--- src/rtl/memory_access_responder.sv ---
// MEM-stage responder: pass-through, input-port copy, or a fixed-latency data-memory access,
// handshaked with ready/stall and a one-cycle completion pulse.
module memory_access_responder #(
   parameter int DATA_WIDTH = 16,
   parameter int ADDR_BITS  = 6,
   parameter int LATENCY    = 2
) (
   input  logic                  clock,
   input  logic                  reset,
   input  logic                  req_valid_In,
   input  logic                  writeEnable_In,
   input  logic [1:0]            address_Control_In,
   input  logic [DATA_WIDTH-1:0] address_In,
   input  logic [DATA_WIDTH-1:0] writeData_In,
   input  logic [DATA_WIDTH-1:0] input_Port,
   output logic                  ready_Out,
   output logic                  stall_Out,
   output logic                  resp_valid_Out,
   output logic [DATA_WIDTH-1:0] data_Out
);

   typedef enum logic [1:0] {
      ST_IDLE = 2'b00,
      ST_WAIT = 2'b01,
      ST_RESP = 2'b10
   } state_e;

   localparam int         DEPTH    = 1 << ADDR_BITS;
   localparam logic [3:0] LAST_CNT = (LATENCY == 0) ? 4'd0 : 4'(LATENCY - 1);

   state_e                state_q, state_d;
   logic [3:0]            cnt_q, cnt_d;
   logic                  we_q;
   logic [1:0]            ctrl_q;
   logic [DATA_WIDTH-1:0] addr_q, wdata_q, inport_q;
   logic [DATA_WIDTH-1:0] data_q, data_d;
   logic [DATA_WIDTH-1:0] mem_q [DEPTH];

   logic                  accept_s, enter_resp_s, mem_wr_s;
   logic                  eff_we_s;
   logic [1:0]            eff_ctrl_s;
   logic [DATA_WIDTH-1:0] eff_addr_s, eff_wdata_s, eff_inport_s;
   logic [ADDR_BITS-1:0]  eff_idx_s;

   // State, wait counter and result register
   always_ff @(posedge clock) begin
      if (reset) begin
         state_q <= ST_IDLE;
         cnt_q   <= 4'd0;
         data_q  <= '0;
      end else begin
         state_q <= state_d;
         cnt_q   <= cnt_d;
         data_q  <= data_d;
      end
   end

   // Request capture on acceptance
   always_ff @(posedge clock) begin
      if (reset) begin
         we_q     <= 1'b0;
         ctrl_q   <= 2'b00;
         addr_q   <= '0;
         wdata_q  <= '0;
         inport_q <= '0;
      end else if (accept_s) begin
         we_q     <= writeEnable_In;
         ctrl_q   <= address_Control_In;
         addr_q   <= address_In;
         wdata_q  <= writeData_In;
         inport_q <= input_Port;
      end else begin
         we_q     <= we_q;
         ctrl_q   <= ctrl_q;
         addr_q   <= addr_q;
         wdata_q  <= wdata_q;
         inport_q <= inport_q;
      end
   end

   // Memory array is deliberately not cleared by reset
   always_ff @(posedge clock) begin
      if (mem_wr_s) begin
         mem_q[eff_idx_s] <= eff_wdata_s;
      end
   end

   // Effective request: live inputs when accepting straight into RESP, latched copy otherwise
   always_comb begin
      eff_we_s     = we_q;
      eff_ctrl_s   = ctrl_q;
      eff_addr_s   = addr_q;
      eff_wdata_s  = wdata_q;
      eff_inport_s = inport_q;
      if (state_q == ST_IDLE) begin
         eff_we_s     = writeEnable_In;
         eff_ctrl_s   = address_Control_In;
         eff_addr_s   = address_In;
         eff_wdata_s  = writeData_In;
         eff_inport_s = input_Port;
      end else begin
         eff_we_s     = we_q;
      end
      eff_idx_s = eff_addr_s[ADDR_BITS-1:0];
   end

   // Next-state and wait-counter logic
   always_comb begin
      state_d = state_q;
      cnt_d   = cnt_q;
      case (state_q)
         ST_IDLE: begin
            cnt_d = 4'd0;
            if (req_valid_In) begin
               if ((address_Control_In == 2'b10) && (LATENCY != 0)) begin
                  state_d = ST_WAIT;
               end else begin
                  state_d = ST_RESP;
               end
            end else begin
               state_d = ST_IDLE;
            end
         end
         ST_WAIT: begin
            if (cnt_q == LAST_CNT) begin
               state_d = ST_RESP;
               cnt_d   = 4'd0;
            end else begin
               cnt_d   = cnt_q + 4'd1;
            end
         end
         ST_RESP: begin
            state_d = ST_IDLE;
         end
         default: begin
            state_d = ST_IDLE;
            cnt_d   = 4'd0;
         end
      endcase
   end

   // Handshake outputs, array write strobe and result selection on the edge entering RESP
   always_comb begin
      ready_Out      = (state_q == ST_IDLE);
      resp_valid_Out = (state_q == ST_RESP);
      stall_Out      = req_valid_In && (state_q != ST_IDLE);
      accept_s       = req_valid_In && (state_q == ST_IDLE);
      enter_resp_s   = (state_d == ST_RESP) && (state_q != ST_RESP);
      mem_wr_s       = enter_resp_s && (eff_ctrl_s == 2'b10) && eff_we_s && !reset;
      data_d         = data_q;
      if (enter_resp_s) begin
         case (eff_ctrl_s)
            2'b01:   data_d = eff_inport_s;
            2'b10:   data_d = eff_we_s ? eff_wdata_s : mem_q[eff_idx_s];
            default: data_d = eff_addr_s;
         endcase
      end else begin
         data_d = data_q;
      end
   end

   assign data_Out = data_q;

endmodule

--- config.mk ---
export PLATFORM = sky130hd
export DESIGN_NAME = memory_access_responder
export DESIGN_NICKNAME = d
export VERILOG_FILES = /design/src/rtl/memory_access_responder.sv
export SDC_FILE = /design/constraint.sdc
export NUM_CORES = 1
export LEC_CHECK = 0
export ABC_CLOCK_PERIOD_IN_PS = 5100
export CORE_ASPECT_RATIO = 1.2
export CORE_MARGIN = 3
export CORE_UTILIZATION = 50
export DETAILED_ROUTE_END_ITERATION = 16
export MAX_ROUTING_LAYER = met4
export PLACE_DENSITY_LB_ADDON = 0.05
export SYNTH_ARGS = -nofsm -noshare
export SYNTH_HDL_FRONTEND = slang
export SYNTH_SLANG_ARGS = --single-unit
export TNS_END_PERCENT = 10
--- constraint.sdc ---
create_clock -name clock -period 5.1 [get_ports clock]
set_clock_uncertainty 0.05 [all_clocks]
set_input_delay 1.02 -clock clock [delete_from_list [all_inputs] [get_ports clock]]
set_output_delay 1.02 -clock clock [all_outputs]
set_load 0.02 [all_outputs]
==> report_table.html <==
<table>
<tr><th>Metric</th><th>Value</th></tr>
<tr><th colspan="2">Hold path</th></tr>
<tr><td>Number of cells on the worst hold path</td><td>2</td></tr>
<tr><td>Worst min path class</td><td>flop to flop</td></tr>
<tr><td>Startpoint of the most critical hold path</td><td>addr_q[8]</td></tr>
<tr><td>Worst Hold Endpoint</td><td>addr_q[8]</td></tr>
<tr><th colspan="2">Critical path</th></tr>
<tr><td>Start point of the critical path</td><td>address_In[2]</td></tr>
<tr><td>Critical Path Slowest Stage Cell</td><td>sky130_fd_sc_hd__clkdlybuf4s50_1</td></tr>
<tr><td>Reg-to-reg setup timing slack</td><td>0.84 ns</td></tr>
<tr><td>Logic depth of the worst setup path including buffers</td><td>9</td></tr>
<tr><td>Worst endpoint required time</td><td>5.64 ns</td></tr>
<tr><td>Kind of cell adding the most delay to the critical path</td><td>compound AO/OA/AOI/OAI gates</td></tr>
<tr><td>Arrival time of the worst setup path</td><td>5.06 ns</td></tr>
<tr><td>Cell-by-cell listing of the critical path</td><td>clkdlybuf4s50_1 &gt; or3b_2 &gt; nand2_4 &gt; buf_4 &gt; nand2_1 &gt; a32o_1 &gt; a211oi_2 &gt; o221ai_1 &gt; o32ai_1</td></tr>
<tr><td>Number of cells traversed by the worst register-to-register path</td><td>8</td></tr>
<tr><td>WP buf/inv</td><td>2</td></tr>
<tr><td>Type of origin of the critical path</td><td>input port</td></tr>
<tr><td>Reg2Reg Launch Point</td><td>state_q[1]</td></tr>
<tr><td>Critical path start-end classification</td><td>input port to flop</td></tr>
<tr><td>Type of destination of the critical path</td><td>flop</td></tr>
<tr><td>Highest fanout seen on the critical path</td><td>16</td></tr>
<tr><td>Worst path max stage delay</td><td>0.75 ns</td></tr>
<tr><td>Destination of the worst register-to-register timing path</td><td>data_Out[5]</td></tr>
<tr><th colspan="2">Placed design</th></tr>
<tr><td>Post-detailed-placement half-perimeter wirelength</td><td>98500 um</td></tr>
<tr><td>Placed Area</td><td>46400 sq um</td></tr>
<tr><td>Total of buffers placed on input and output ports</td><td>72</td></tr>
<tr><td>Final estimated routing congestion in global placement</td><td>0.940</td></tr>
<tr><th colspan="2">Detailed routing</th></tr>
<tr><td>Remaining antenna violation count</td><td>0</td></tr>
<tr><td>Mean routed wirelength per cell</td><td>35.8 um</td></tr>
<tr><td>Via-per-instance ratio</td><td>6.71</td></tr>
<tr><td>Number of detailed-routing iterations run before antenna repair</td><td>6</td></tr>
<tr><td>DRC violation count after routing</td><td>0</td></tr>
<tr><td>DR vias</td><td>29348</td></tr>
<tr><td>Initial DRC count</td><td>4377</td></tr>
<tr><td>Total routed wirelength</td><td>156000 um</td></tr>
<tr><th colspan="2">Clock network</th></tr>
<tr><td>Clock edge transition at the registers on the reported setup and hold paths</td><td>0.07 ns</td></tr>
<tr><td>CTS H-tree lvls</td><td>3</td></tr>
<tr><td>Cell at the root of the clock tree</td><td>sky130_fd_sc_hd__clkbuf_16</td></tr>
<tr><td>Post_cts resized</td><td>0</td></tr>
<tr><td>TritonCTS Buffers</td><td>106</td></tr>
<tr><td>Clk_lat worst skew</td><td>0.69 ns</td></tr>
<tr><td>Hold bufs inserted after CTS</td><td>0</td></tr>
<tr><td>Clk sink count</td><td>1097</td></tr>
<tr><td>Clock tree from TritonCTS</td><td>done</td></tr>
<tr><td>Worst-case clock buffer depth</td><td>3</td></tr>
<tr><td>Post-CTS setup repair buffer count</td><td>0</td></tr>
<tr><th colspan="2">Yosys</th></tr>
<tr><td>Number of instances in the synthesized netlist</td><td>2909</td></tr>
<tr><td>Mean cell area of the mapped netlist</td><td>14.6 sq um</td></tr>
<tr><td>Sequential fraction of the synthesis area</td><td>75.9%</td></tr>
<tr><td>Most frequently used flop master after synthesis</td><td>sky130_fd_sc_hd__edfxtp_1</td></tr>
<tr><td>Cell taking the most area after synthesis</td><td>sky130_fd_sc_hd__edfxtp_1</td></tr>
<tr><td>Post-synth EDFFs</td><td>1024</td></tr>
<tr><td>Post-Syn Nets</td><td>2967</td></tr>
<tr><td>Dominant cells by area after synthesis</td><td>sky130_fd_sc_hd__edfxtp_1, sky130_fd_sc_hd__nand2_1, sky130_fd_sc_hd__o22ai_1</td></tr>
<tr><td>Cell area after technology mapping</td><td>42400 sq um</td></tr>
<tr><td>Share of the synthesized area in the top cell type</td><td>72.5%</td></tr>
<tr><td>Register bit total from synthesis</td><td>1097</td></tr>
<tr><td>Count of warnings emitted by yosys</td><td>0</td></tr>
<tr><td>Ys async rst share</td><td>0%</td></tr>
<tr><td>Number of distinct library cells after synthesis</td><td>73</td></tr>
<tr><th colspan="2">Run status</th></tr>
<tr><td>Status</td><td>complete, no violations</td></tr>
<tr><th colspan="2">Timing</th></tr>
<tr><td>Final worst-path cycle share</td><td>88.7%</td></tr>
<tr><td>Max transition margin</td><td>18.2%</td></tr>
<tr><td>Count of pins over their slew limit</td><td>0</td></tr>
<tr><td>Minimum clock period</td><td>4.52 ns</td></tr>
<tr><td>Unrepaired setup endpoints after global routing</td><td>false</td></tr>
<tr><td>Final hold vios</td><td>0</td></tr>
<tr><td>Worst Tran Pin Value</td><td>1.22 ns</td></tr>
<tr><td>Total of endpoints with negative setup slack in the final report</td><td>0</td></tr>
<tr><td>Achievable clock frequency</td><td>221 MHz</td></tr>
<tr><th colspan="2">GRT</th></tr>
<tr><td>Via count of the first global-routing pass</td><td>27997</td></tr>
<tr><td>Total congestion overflow</td><td>0</td></tr>
<tr><td>Wire length of the first global-routing pass</td><td>218000 um</td></tr>
<tr><td>Antenna violations before repair</td><td>4</td></tr>
<tr><td>Total routing usage reported by global routing</td><td>36.2%</td></tr>
<tr><td>Maximum number of pins on one net before global-route repair</td><td>65</td></tr>
<tr><th colspan="2">Power and ir drop</th></tr>
<tr><td>Power per Cell Area</td><td>404 nW/um^2</td></tr>
<tr><td>Static power due to leakage</td><td>16.3 nW</td></tr>
<tr><td>VDD IR-drop max</td><td>0.372 mV</td></tr>
<tr><th colspan="2">Floorplanning</th></tr>
<tr><td>Area of the die</td><td>88400 sq um</td></tr>
<tr><td>IO Pins</td><td>73</td></tr>
<tr><td>Initial Util</td><td>50.7%</td></tr>
<tr><td>Number of cell rows</td><td>116</td></tr>
<tr><td>Horizontal die dimension</td><td>272 um</td></tr>
<tr><td>Core region area</td><td>83700 sq um</td></tr>
<tr><td>Floorplan die height</td><td>325 um</td></tr>
<tr><th colspan="2">Final layout</th></tr>
<tr><td>Nets</td><td>3221</td></tr>
<tr><td>Layout Utilization</td><td>59.4%</td></tr>
<tr><td>Area growth syn-to-layout</td><td>17.3%</td></tr>
<tr><td>Share of post-route cells with drive strength above 1</td><td>15.7%</td></tr>
<tr><td>Final Cell Area</td><td>49800 sq um</td></tr>
<tr><th colspan="2">Run</th></tr>
<tr><td>Number of maximum-capacitance constraint violations</td><td>0</td></tr>
</table>
-- routing by layer --
metal | up-vias | share of wire [%] | global-route usage, %
met1 | 14944 | 38 | 47.7
met5 | - | 0 | -
met4 | 0 | 5.6 | 17.2
met3 | 401 | 10 | 6.15
li1 | 12039 | - | -
met2 | 1964 | 46 | 55.1
-- synth_stat cells (6+ instances only) --
library cell                number
sky130_fd_sc_hd__a2111oi_0       7
sky130_fd_sc_hd__a211o_1         6
sky130_fd_sc_hd__a211oi_1       11
sky130_fd_sc_hd__a21oi_1       115
sky130_fd_sc_hd__a221oi_1       17
sky130_fd_sc_hd__a222oi_1       12
sky130_fd_sc_hd__a22oi_1        11
sky130_fd_sc_hd__a311oi_1        8
sky130_fd_sc_hd__a31o_2          7
sky130_fd_sc_hd__a31oi_1        56
sky130_fd_sc_hd__a32o_1          8
sky130_fd_sc_hd__a32oi_1        26
sky130_fd_sc_hd__and3_1          7
sky130_fd_sc_hd__buf_1          25
sky130_fd_sc_hd__buf_2          56
sky130_fd_sc_hd__clkbuf_1      120
sky130_fd_sc_hd__dfxtp_1        73
sky130_fd_sc_hd__edfxtp_1     1024
sky130_fd_sc_hd__inv_1           9
sky130_fd_sc_hd__mux2_2          8
sky130_fd_sc_hd__mux2i_1        35
sky130_fd_sc_hd__nand2_1       418
sky130_fd_sc_hd__nand2b_1       14
sky130_fd_sc_hd__nand3_1        27
sky130_fd_sc_hd__nand4_1         6
sky130_fd_sc_hd__nor2_1        159
sky130_fd_sc_hd__nor2b_1         9
sky130_fd_sc_hd__nor3_1         29
sky130_fd_sc_hd__nor3b_1        11
sky130_fd_sc_hd__nor4_1          6
sky130_fd_sc_hd__o211ai_1       14
sky130_fd_sc_hd__o21a_1         13
sky130_fd_sc_hd__o21ai_0        74
sky130_fd_sc_hd__o221ai_1       77
sky130_fd_sc_hd__o22a_1         38
sky130_fd_sc_hd__o22ai_1       250
sky130_fd_sc_hd__o31ai_1        12
sky130_fd_sc_hd__or2_2           9
sky130_fd_sc_hd__or3_1           9
-- stage by stage --
stage                     hold slack [ns]  setup TNS (ns)  setup WS [ns]  cells  total power, mW
after floorplan                     0.386               0          0.986   2909             11.3
after CTS                           0.406               0          0.800   4369             20.1
after global routing                0.426               0          0.611   4370             20.6
final                               0.403               0          0.579   4373             20.1
after global placement              0.391          -0.435         -0.435   4176             12.6
after detailed placement            0.397               0          0.120   4176             12.6
-- how the worst max path moves through the flow --
stage                    to  slack (ns)
6_report        data_Out[5]        0.58
2_1_floorplan  mem_q[12][0]        0.99
3_5_place_dp    data_Out[5]        0.12
3_3_place_gp    data_Out[5]       -0.44
5_1_grt         data_Out[5]        0.61
4_1_cts         data_Out[5]        0.80
-- state kept, by name, summed over array words and instances (netlist names) --
| register | count |
|---|---|
| ctrl_q | 2 |
| addr_q | 16 |
| state_q | 2 |
| wdata_q | 16 |
| mem_q | 1024 |
| cnt_q | 4 |
| inport_q | 16 |
| we_q | 1 |
| data_Out | 16 |
-- tightest hold or removal path: cells and delay by family, from the launching register on --
family,cells,cell delay [ns]
compound gates,1,0.05
simple gates,1,0.05
flops,1,0.31
-- kinds of logic (layout without fill, tap and decap cells) --
group	count (synthesis)	count (layout)	share of synthesized area (%)
multiplexers	46	46	1.14
flip-flops	1097	1097	75.9
other	0	4	0
buffers and inverters	219	558	2.22
AND/OR/NAND/NOR	729	729	7.30
AO/OA/AOI/OAI	814	814	13.3
adder cells (fa/ha/maj)	4	4	0.118
-- final cells by class --
| cell class | count | area [sq um] |
|---|---|---|
| flip-flops and latches | 1097 | 32200 |
| fillers | 6620 | 34000 |
| well taps | 1121 | 1400 |
| inverters | 10 | 42.5 |
| diodes | 4 | 10.0 |
| repair buffers | 355 | 3270 |
| clock buffers | 139 | 2800 |
| multi-input cells | 1593 | 9510 |
| clock inverters | 54 | 527 |
-- layout by cell type (no fill, tap or decap), types with 9 or more instances in the layout --
cell type and instances:
sky130_fd_sc_hd__edfxtp_1 1024, sky130_fd_sc_hd__nand2_1 400, sky130_fd_sc_hd__buf_4 249, sky130_fd_sc_hd__o22ai_1 248
sky130_fd_sc_hd__nor2_1 148, sky130_fd_sc_hd__a21oi_1 115, sky130_fd_sc_hd__clkbuf_16 106, sky130_fd_sc_hd__o221ai_1 77
sky130_fd_sc_hd__dfxtp_1 73, sky130_fd_sc_hd__o21ai_0 72, sky130_fd_sc_hd__clkdlybuf4s50_1 71, sky130_fd_sc_hd__a31oi_1 54
sky130_fd_sc_hd__o22a_1 35, sky130_fd_sc_hd__mux2i_1 34, sky130_fd_sc_hd__buf_12 34, sky130_fd_sc_hd__clkbuf_1 31
sky130_fd_sc_hd__nor3_1 29, sky130_fd_sc_hd__nand3_1 27, sky130_fd_sc_hd__a32oi_1 26, sky130_fd_sc_hd__clkinv_1 21
sky130_fd_sc_hd__a221oi_1 17, sky130_fd_sc_hd__clkinv_2 16, sky130_fd_sc_hd__nand2_2 15, sky130_fd_sc_hd__o211ai_1 14
sky130_fd_sc_hd__nand2b_1 14, sky130_fd_sc_hd__o21a_1 13, sky130_fd_sc_hd__a222oi_1 12, sky130_fd_sc_hd__o31ai_1 12
sky130_fd_sc_hd__nor3b_1 11, sky130_fd_sc_hd__a22oi_1 11, sky130_fd_sc_hd__or2_2 10, sky130_fd_sc_hd__a211oi_1 10
sky130_fd_sc_hd__nor2b_1 9, sky130_fd_sc_hd__inv_1 9, sky130_fd_sc_hd__or3_1 9
-- power by group --
| group | total [mW] | leakage, nW | internal (mW) | switching [mW] |
|---|---|---|---|---|
| Combinational | 2.38 | 4.80 | 0.663 | 1.72 |
| Sequential | 10.1 | 9.86 | 10.0 | 0.0565 |
| Clock | 7.65 | 1.62 | 4.27 | 3.38 |
Note: power is estimated with default switching activity, not from simulation.
